## src/rtl/wb_pkg.sv

```systemverilog
// wb_pkg: shared constants and the result-queue entry layout for the writeback arbiter.
package wb_pkg;

  localparam int WB_AW = 5;
  localparam int WB_DW = 32;

  localparam logic [WB_AW-1:0] WB_REG_ZERO = 5'd0;

  typedef struct packed {
    logic             live;
    logic [WB_AW-1:0] rd;
    logic [WB_DW-1:0] data;
  } wb_entry_t;

endpackage

```

## src/rtl/wb_result_queue.sv

```systemverilog
// wb_result_queue: circular buffer of multi-cycle results with per-entry live bits.
// A kill request clears the live bit of every entry whose destination matches.
module wb_result_queue
  import wb_pkg::*;
#(
  parameter int QDEPTH = 2,
  parameter int AW     = WB_AW,
  parameter int DW     = WB_DW
) (
  input  logic                      clk,
  input  logic                      rst,
  input  logic                      i_push,
  input  logic                      i_push_live,
  input  logic [AW-1:0]             i_push_rd,
  input  logic [DW-1:0]             i_push_data,
  input  logic                      i_pop,
  input  logic                      i_kill,
  input  logic [AW-1:0]             i_kill_rd,
  output logic                      o_head_live,
  output logic [AW-1:0]             o_head_rd,
  output logic [DW-1:0]             o_head_data,
  output logic [$clog2(QDEPTH):0]   o_count,
  output logic                      o_full,
  output logic                      o_empty,
  output logic [QDEPTH-1:0]         o_live,
  output logic [QDEPTH*AW-1:0]      o_rd
);
  localparam int PW = $clog2(QDEPTH);

  logic [PW-1:0]     r_head;
  logic [PW-1:0]     r_tail;
  logic [PW:0]       r_count;
  logic [QDEPTH-1:0] r_live;
  logic [AW-1:0]     r_rd   [QDEPTH];
  logic [DW-1:0]     r_data [QDEPTH];

  // Pointers, occupancy and live bits; a popped slot is cleared so it never reads as pending.
  always_ff @(posedge clk) begin
    if (rst) begin
      r_head  <= {PW{1'b0}};
      r_tail  <= {PW{1'b0}};
      r_count <= {(PW+1){1'b0}};
      r_live  <= {QDEPTH{1'b0}};
    end else begin
      for (int i = 0; i < QDEPTH; i++) begin
        if (i_kill && (r_rd[i] == i_kill_rd)) r_live[i] <= 1'b0;
      end
      if (i_pop) begin
        r_live[r_head] <= 1'b0;
        r_head         <= r_head + 1'b1;
      end
      if (i_push) begin
        r_live[r_tail] <= i_push_live;
        r_tail         <= r_tail + 1'b1;
      end
      case ({i_push, i_pop})
        2'b10:   r_count <= r_count + 1'b1;
        2'b01:   r_count <= r_count - 1'b1;
        default: r_count <= r_count;
      endcase
    end
  end

  // Payload storage needs no reset: a slot is only read after it has been written.
  always_ff @(posedge clk) begin
    if (i_push && !rst) begin
      r_rd[r_tail]   <= i_push_rd;
      r_data[r_tail] <= i_push_data;
    end
  end

  // Head view, status flags and a flattened snapshot of destinations for address matching.
  always_comb begin
    o_head_live = r_live[r_head];
    o_head_rd   = r_rd[r_head];
    o_head_data = r_data[r_head];
    o_count     = r_count;
    o_full      = (r_count == (PW+1)'(QDEPTH));
    o_empty     = (r_count == {(PW+1){1'b0}});
    o_live      = r_live;
    o_rd        = {(QDEPTH*AW){1'b0}};
    for (int i = 0; i < QDEPTH; i++) begin
      o_rd[i*AW +: AW] = r_rd[i];
    end
  end

endmodule

```

## src/rtl/wb_port_arbiter.sv

```systemverilog
// wb_port_arbiter: drives the single register-file write port, ALU results first, then queued
// multi-cycle results. Decode bypass/pending outputs exist only when WB_BYPASS_EN is defined.
module wb_port_arbiter
  import wb_pkg::*;
#(
  parameter int QDEPTH = 2,
  parameter int AW     = WB_AW,
  parameter int DW     = WB_DW
) (
  input  logic                    clk,
  input  logic                    rst,
  input  logic                    alu_valid,
  input  logic [AW-1:0]           alu_rd,
  input  logic [DW-1:0]           alu_data,
  input  logic                    mem_valid,
  output logic                    mem_ready,
  input  logic [AW-1:0]           mem_rd,
  input  logic [DW-1:0]           mem_data,
  output logic                    wr_en,
  output logic [AW-1:0]           wr_addr,
  output logic [DW-1:0]           wr_data,
  output logic [$clog2(QDEPTH):0] q_count,
  input  logic [AW-1:0]           rs,
  input  logic [AW-1:0]           rt,
  output logic                    rs_fwd_valid,
  output logic                    rt_fwd_valid,
  output logic [DW-1:0]           rs_fwd_data,
  output logic [DW-1:0]           rt_fwd_data,
  output logic                    rs_pending,
  output logic                    rt_pending
);
  localparam logic [AW-1:0] ZERO_RD = AW'(WB_REG_ZERO);

  logic                    w_full;
  logic                    w_empty;
  logic                    w_mem_ready;
  logic                    w_push;
  logic                    w_pop;
  logic                    w_kill;
  logic                    w_push_live;
  logic                    w_head_live;
  logic [AW-1:0]           w_head_rd;
  logic [DW-1:0]           w_head_data;
  logic [QDEPTH-1:0]       w_live;
  logic [QDEPTH*AW-1:0]    w_rd;
  logic [$clog2(QDEPTH):0] w_count;
  logic                    r_wr_en;
  logic [AW-1:0]           r_wr_addr;
  logic [DW-1:0]           r_wr_data;

  // An ALU write is younger than any queued result, so same-address queued results must never land.
  always_comb begin
    w_mem_ready = !rst && !w_full;
    w_push      = mem_valid && w_mem_ready;
    w_pop       = !alu_valid && !w_empty;
    w_kill      = alu_valid && (alu_rd != ZERO_RD);
    w_push_live = !(w_kill && (mem_rd == alu_rd));
  end

  wb_result_queue #(
    .QDEPTH (QDEPTH),
    .AW     (AW),
    .DW     (DW)
  ) u_queue (
    .clk         (clk),
    .rst         (rst),
    .i_push      (w_push),
    .i_push_live (w_push_live),
    .i_push_rd   (mem_rd),
    .i_push_data (mem_data),
    .i_pop       (w_pop),
    .i_kill      (w_kill),
    .i_kill_rd   (alu_rd),
    .o_head_live (w_head_live),
    .o_head_rd   (w_head_rd),
    .o_head_data (w_head_data),
    .o_count     (w_count),
    .o_full      (w_full),
    .o_empty     (w_empty),
    .o_live      (w_live),
    .o_rd        (w_rd)
  );

  // Registered write stage; address/data hold when nothing is selected.
  always_ff @(posedge clk) begin
    if (rst) begin
      r_wr_en   <= 1'b0;
      r_wr_addr <= {AW{1'b0}};
      r_wr_data <= {DW{1'b0}};
    end else if (alu_valid) begin
      r_wr_en   <= (alu_rd != ZERO_RD);
      r_wr_addr <= alu_rd;
      r_wr_data <= alu_data;
    end else if (!w_empty) begin
      r_wr_en   <= w_head_live && (w_head_rd != ZERO_RD);
      r_wr_addr <= w_head_rd;
      r_wr_data <= w_head_data;
    end else begin
      r_wr_en   <= 1'b0;
    end
  end

  assign mem_ready = w_mem_ready;
  assign wr_en     = r_wr_en;
  assign wr_addr   = r_wr_addr;
  assign wr_data   = r_wr_data;
  assign q_count   = w_count;

`ifdef WB_BYPASS_EN
  // Forward the in-flight write and flag live queued results that decode must wait for.
  always_comb begin
    rs_fwd_valid = r_wr_en && (r_wr_addr == rs) && (rs != ZERO_RD);
    rt_fwd_valid = r_wr_en && (r_wr_addr == rt) && (rt != ZERO_RD);
    rs_fwd_data  = r_wr_data;
    rt_fwd_data  = r_wr_data;
    rs_pending   = 1'b0;
    rt_pending   = 1'b0;
    for (int i = 0; i < QDEPTH; i++) begin
      rs_pending = rs_pending | (w_live[i] && (w_rd[i*AW +: AW] == rs) && (rs != ZERO_RD));
      rt_pending = rt_pending | (w_live[i] && (w_rd[i*AW +: AW] == rt) && (rt != ZERO_RD));
    end
  end
`else
  logic w_unused_bypass;
  assign w_unused_bypass = ^{rs, rt, w_live, w_rd};
  assign rs_fwd_valid    = 1'b0;
  assign rt_fwd_valid    = 1'b0;
  assign rs_fwd_data     = {DW{1'b0}};
  assign rt_fwd_data     = {DW{1'b0}};
  assign rs_pending      = 1'b0;
  assign rt_pending      = 1'b0;
`endif

endmodule
```

## config.mk

```make
export PLATFORM = sky130hd
export DESIGN_NAME = wb_port_arbiter
export DESIGN_NICKNAME = d
export VERILOG_FILES = /design/src/rtl/wb_pkg.sv /design/src/rtl/wb_result_queue.sv /design/src/rtl/wb_port_arbiter.sv
export SDC_FILE = /design/constraint.sdc
export NUM_CORES = 1
export LEC_CHECK = 0
export ABC_AREA = 1
export CAP_MARGIN = 5
export CELL_PAD_IN_SITES_DETAIL_PLACEMENT = 1
export CELL_PAD_IN_SITES_GLOBAL_PLACEMENT = 1
export CORE_MARGIN = 2
export CORE_UTILIZATION = 31
export CTS_CLUSTER_SIZE = 25
export DETAILED_ROUTE_END_ITERATION = 10
export PLACE_DENSITY_LB_ADDON = 0.1
export SLEW_MARGIN = 40
export SYNTH_ARGS = -nofsm -noshare
export SYNTH_HDL_FRONTEND = slang
export SYNTH_HIERARCHICAL = 1
export SYNTH_SLANG_ARGS = --single-unit
export TNS_END_PERCENT = 30
```

## constraint.sdc

```tcl
create_clock -name clk -period 3.2 [get_ports clk]
set_input_delay 0.64 -clock clk [delete_from_list [all_inputs] [get_ports clk]]
set_output_delay 0.64 -clock clk [all_outputs]
set_load 0.02 [all_outputs]
```

Word level (Yosys, flattened, before mapping) --
Memory sizes are Yosys's and may differ from the RTL's. A register that Yosys moved wholly into a read port is not among the register bits. Cells that the tools add are included.
Storage, ports and cells: flip-flop bits (word level) 44, output and inout port bits 109, memories 2, memory bits (writable) 74
Memory list:
- u_queue.r_data | depth 2, width 32, read ports 1, clocked after Yosys merged registers in 1, wr ports 1, line wb_result_queue.sv:35 | logic [DW-1:0] r_data [QDEPTH];
- u_queue.r_rd | depth 2, width 5, read ports 3, clocked after Yosys merged registers in 1, wr ports 1, line wb_result_queue.sv:34 | logic [AW-1:0] r_rd [QDEPTH];
Cells by class: reductions and logical operators 20, $lt $le $gt $ge 4, bitwise operators 2, eq/ne operators 7, add/sub/neg operators 4, multiplexer cells 27
Operators by type and width (number):
- $mux W32 | 2
- $mux W1 | 16
- $eq A5 B5 Y1 | 3
- $logic_and A1 B1 Y1 | 11
- $mux W5 | 2
- $reduce_bool A5 Y1 | 2
- $mux W2 | 3
- $logic_not A1 Y1 | 5
- $eq A2 B2 Y1 const B | 2
- $lt A1 B2 Y1 const B | 2
- $pmux W2 S2 | 1
- $add A1 B1 Y1 const B | 2
- $add A2 B1 Y2 const B | 1
- $and A2 B2 Y2 | 1
- $bwmux W2 | 1
- $demux W1 S1 | 2
- $eq A2 B1 Y1 const B | 1
- $ge A1 B1 Y1 const B | 2
- $logic_not A2 Y1 | 1
- $ne A2 B2 Y1 const B | 1
- $not A2 Y2 | 1
- $reduce_bool A2 Y1 | 1
- $sub A2 B1 Y2 const B | 1

Depth between registers and ports, before layout --
depth after elaboration 10, gate-level depth with buffers 10

Cells and area by module --
Netlist, hierarchy kept.
By module, submodules not included:
- wb_result_queue | times used 1, seq. area each 2362.3 sq um, cells an instance 220, area each 3337.0 sq um
- wb_port_arbiter | times used 1, seq. area each 760.7 sq um, cells an instance 374, area each 2431.1 sq um

Least setup slack after synthesis --
Ideal clock, no wire load.
kind input -> register, start point input rst, end point memory u_queue/r_data[1][0] in the netlist's numbering, enable pin, setup slack 140 ps, data arrival time 2627 ps, library setup time 433 ps, buffers on the path 0, stages on the path 3, path through nor3b_1 -> nand2_1 -> nor2_1
On the way: longest elaborated chain between the ends 6
RTL lines:
- start: declaration | line wb_port_arbiter.sv:11 | input logic rst,
- $logic_not A1 Y1 (*) | line wb_result_queue.sv:66, wb_port_arbiter.sv:53
- $logic_and A1 B1 Y1 | line wb_port_arbiter.sv:53 | w_mem_ready = !rst && !w_full;
- $logic_and A1 B1 Y1 | line wb_port_arbiter.sv:54 | w_push = mem_valid && w_mem_ready;
- $logic_and A1 B1 Y1 (*) | line wb_result_queue.sv:66 | if (i_push && !rst) begin
- $mux W1 (*) | line wb_result_queue.sv:66
- $mux W1 (implied by the code) (*) | line wb_result_queue.sv:68 | r_data[r_tail] <= i_push_data;
- end: declaration | line wb_result_queue.sv:35
Mark *: on every way between the ends. The rest lies on a longest branch, timed or not.

Final worst setup path --
start point input rst, end point output mem_ready
On the way: longest elaborated chain between the ends 2
RTL lines:
- $logic_not A1 Y1 | line wb_port_arbiter.sv:53
- $logic_and A1 B1 Y1 | line wb_port_arbiter.sv:53
- end: declaration | line wb_port_arbiter.sv:16 | output logic mem_ready,
Every way passes these cells.

==> flow_metrics.py <==
metrics = {
    "outcome": {
        "status": "completed",
    },
    "timing": {
        "rsz0062_at_grt": "false",
        "setup_tns_ns": 0,
        "final.min_clock_period_ns": 2.44,
        "relSlewSlack_pct": 54.9,
        "finalClockSkew_ns": 0.00512,
        "setup_viol": 0,
        "worst_pin_slew_ns": 0.675,
        "fin_crit_sh_pct": 76.2,
        "fmax_mhz": 410,
        "finalMaxSlewViolations": 0,
        "final_hold_viol_count": 0,
    },
    "clocking": {
        "path_clk_slew_ns": 0.05,
        "cts_buffers": 17,
        "cts_tree": "yes",
        "root_buffer": "clkbuf_16",
        "cts-hold-fix-buffers": 0,
        "worstSkewPairLatency_ns": 0.41,
        "cts_num_sinks": 119,
        "post_cts_buffers": 0,
        "cts_resized": 0,
        "cts_max_level": 4,
        "clockBufferDepth": 2,
    },
    "worst_setup_path": {
        "setup.worst_path.class": "input port to primary output",
        "worstSetupEndpointType": "primary output",
        "cp.arrival_ns": 1.80,
        "crit_required_ns": 2.56,
        "crit_fanout": 2,
        "critPathLaunchType": "input port",
    },
    "global_routing": {
        "antenna_found_initial": 1,
        "grt_first_pass_wirelength_um": 22700,
        "gr-total-overflow": 0,
        "grt_max_degree": 39,
        "grt_usage_pct": 15.1,
        "grt_pass1_vias": 4377,
    },
    "floorplan": {
        "die_area_mm2": 0.0197,
        "start_util_pct": 31.9,
        "rows": 49,
        "core_mm2": 0.0181,
        "die_y_um": 140,
        "die_x_um": 140,
        "pin_count": 197,
    },
    "routing": {
        "remaining_drc_errors": 0,
        "drtAntennaViolNets": 0,
        "via_per_inst": 4.35,
        "routed_wl_um": 14500,
        "vias": 4184,
        "drt-pass1-iter-count": 4,
        "drt_iter0_drc": 129,
        "post_drt_wl_per_cell_um": 15.1,
    },
    "cells_and_area": {
        "n_antenna_cell": 0,
        "final_area_mm2": 0.00746,
        "instances_no_fill": 961,
        "drive_above_1_share_pct": 10.4,
        "fin_util_pct": 41.3,
        "fillers": 2068,
        "fin_nets": 808,
        "areaGrowthSynthToFinish_pct": 29.4,
    },
    "min_path": {
        "hold_class": "register to register",
    },
    "synthesis": {
        "syn-instance-count": 594,
        "synth_common_cells": "199 x nand2_1, 74 x buf_4, 74 x edfxtp_1",
        "synth-main-ff-cell": "edfxtp_1",
        "synth_top_cell_by_area": "edfxtp_1",
        "synth_area_leaders": "edfxtp_1 39%, dfxtp_1 16%, nand2_1 13%",
        "yosysUniqueCellTypes": 23,
        "synth-warning-count": 6,
        "synth_area_per_cell_um2": 9.71,
        "syn_area_mm2": 0.00577,
        "synth_edf_count": 74,
        "synth_most_common_cell": "nand2_1",
        "seq_area_frac_synth_pct": 54.1,
        "synth-seq-cells": 119,
        "synth-async-reset-ratio_pct": 0,
        "synth_top_area_share_pct": 38.5,
    },
    "power_and_ir_drop": {
        "finalPower_mw": 5.01,
        "p_switching_mw": 1.48,
        "intPower_mw": 3.53,
        "power.share.switching_pct": 29.6,
        "p_comb_share_pct": 25.2,
        "p_per_area_mw_per_mm2": 672,
        "power.leakage_nw": 3.29,
        "clkPwrFrac_pct": 37.7,
        "irDropWorstVdd_v": 0.000392,
        "power_frac_seq_pct": 37.0,
    },
    "placed_design": {
        "place_hpwl_um": 10100,
        "dpl_cell_area_mm2": 0.00688,
        "place.gp.congestion": 0.762,
        "dp_cells": 929,
        "port_buffers": 118,
    },
    "run": {
        "cap_violations": 0,
    },
}
[worst max-delay path: stages]
cell and delay [ns]:
clkdlybuf4s50_1 0.42, nor2_1 0.12, clkdlybuf4s50_1 0.61
[layout make-up]
cell class / count / area [um2] / area share [%]
Tap cell: 229 / 287 / 3.84
Clock inverter: 11 / 131 / 1.76
Timing Repair Buffer: 125 / 1250 / 16.8
Multi-Input combinational cell: 390 / 1970 / 26.4
Clock buffer: 21 / 450 / 6.03
Sequential cell: 119 / 3120 / 41.9
Inverter: 66 / 249 / 3.34
[per-layer routing]
metal  up-vias  wire (um)  part of all wire [%]  track usage [%]
met5         -         13                 0.090                0
met4         2        212                   1.5             5.90
met3        19        993                   6.8             4.82
met2       146       7110                    49             26.0
met1      2011       6200                    43             17.5
li1       2006          -                     -                -
[placed cells by master, fill, tap and decap left out, drive strengths merged]
cell type,netlist,final
a21oi,6,6
buf,86,8
bufinv,0,3
clkbuf,0,21
clkdlybuf4s50,0,117
clkinv,0,7
clkinvlp,0,2
conb,1,68
dfxtp,45,45
edfxtp,74,74
ha,1,1
inv,66,65
mux2,32,32
nand2,199,199
nand3,40,40
nor2,28,28
nor3b,2,2
o211ai,3,3
o21ai,6,6
xnor2,1,1
xor2,4,4
[sequential cells by signal (all words and copies together) (netlist names), named ones only]
signal           count
u_queue/o_count      2
u_queue/o_live       2
u_queue/r_data      64
u_queue/r_head       1
u_queue/r_rd        10
u_queue/r_tail       1
wr_addr              5
wr_data             32
wr_en                1
[path summary, 6_finish.rpt]
path	depth (start not counted)	endpoint	from	slack, ns
worst min-delay path	2	u_queue/r_tail$_SDFFE_PP0P_	u_queue/r_tail$_SDFFE_PP0P_	0.49
worst max-delay path	3	mem_ready	rst	0.76
worst min register to register	2	u_queue/r_tail$_SDFFE_PP0P_	u_queue/r_tail$_SDFFE_PP0P_	0.49
worst max register to register	8	u_queue/o_live[1]$_SDFF_PP0_	u_queue/o_count[0]$_SDFFE_PP0P_	1.28
[metrics by stage]
step           hold slack, ns  setup WS [ns]
2_1_floorplan           0.443          0.140
3_3_place_gp            0.459          0.589
3_5_place_dp            0.483          0.569
4_1_cts                 0.491          0.755
5_1_grt                 0.506          0.729
6_report                0.486          0.763
[cell families (layout without fill, tap and decap cells)]
kind of cell | count (synthesis) | in the layout | synth area share (%)
other | 1 | 68 | 0.0650
adders and majority gates | 1 | 1 | 0.217
AOI/OAI and AO/OA | 15 | 15 | 1.43
buffers and inverters | 152 | 223 | 16.3
xor gates and xnor gates | 5 | 5 | 0.759
and+or+nand+nor | 269 | 269 | 18.9
muxes | 32 | 32 | 8.20
DFF | 119 | 119 | 54.1
[power groups by stage]
stage               Combinational, mW  Sequential, mW  Clock (mW)
detailed placement               1.29            1.89           0
global route                     1.39            1.87        2.00
CTS                              1.29            1.86        1.94
floorplan                       0.861            1.96           0
global placement                 1.26            1.88           0
finish                           1.27            1.86        1.89
(Power assumes the default switching activity.)
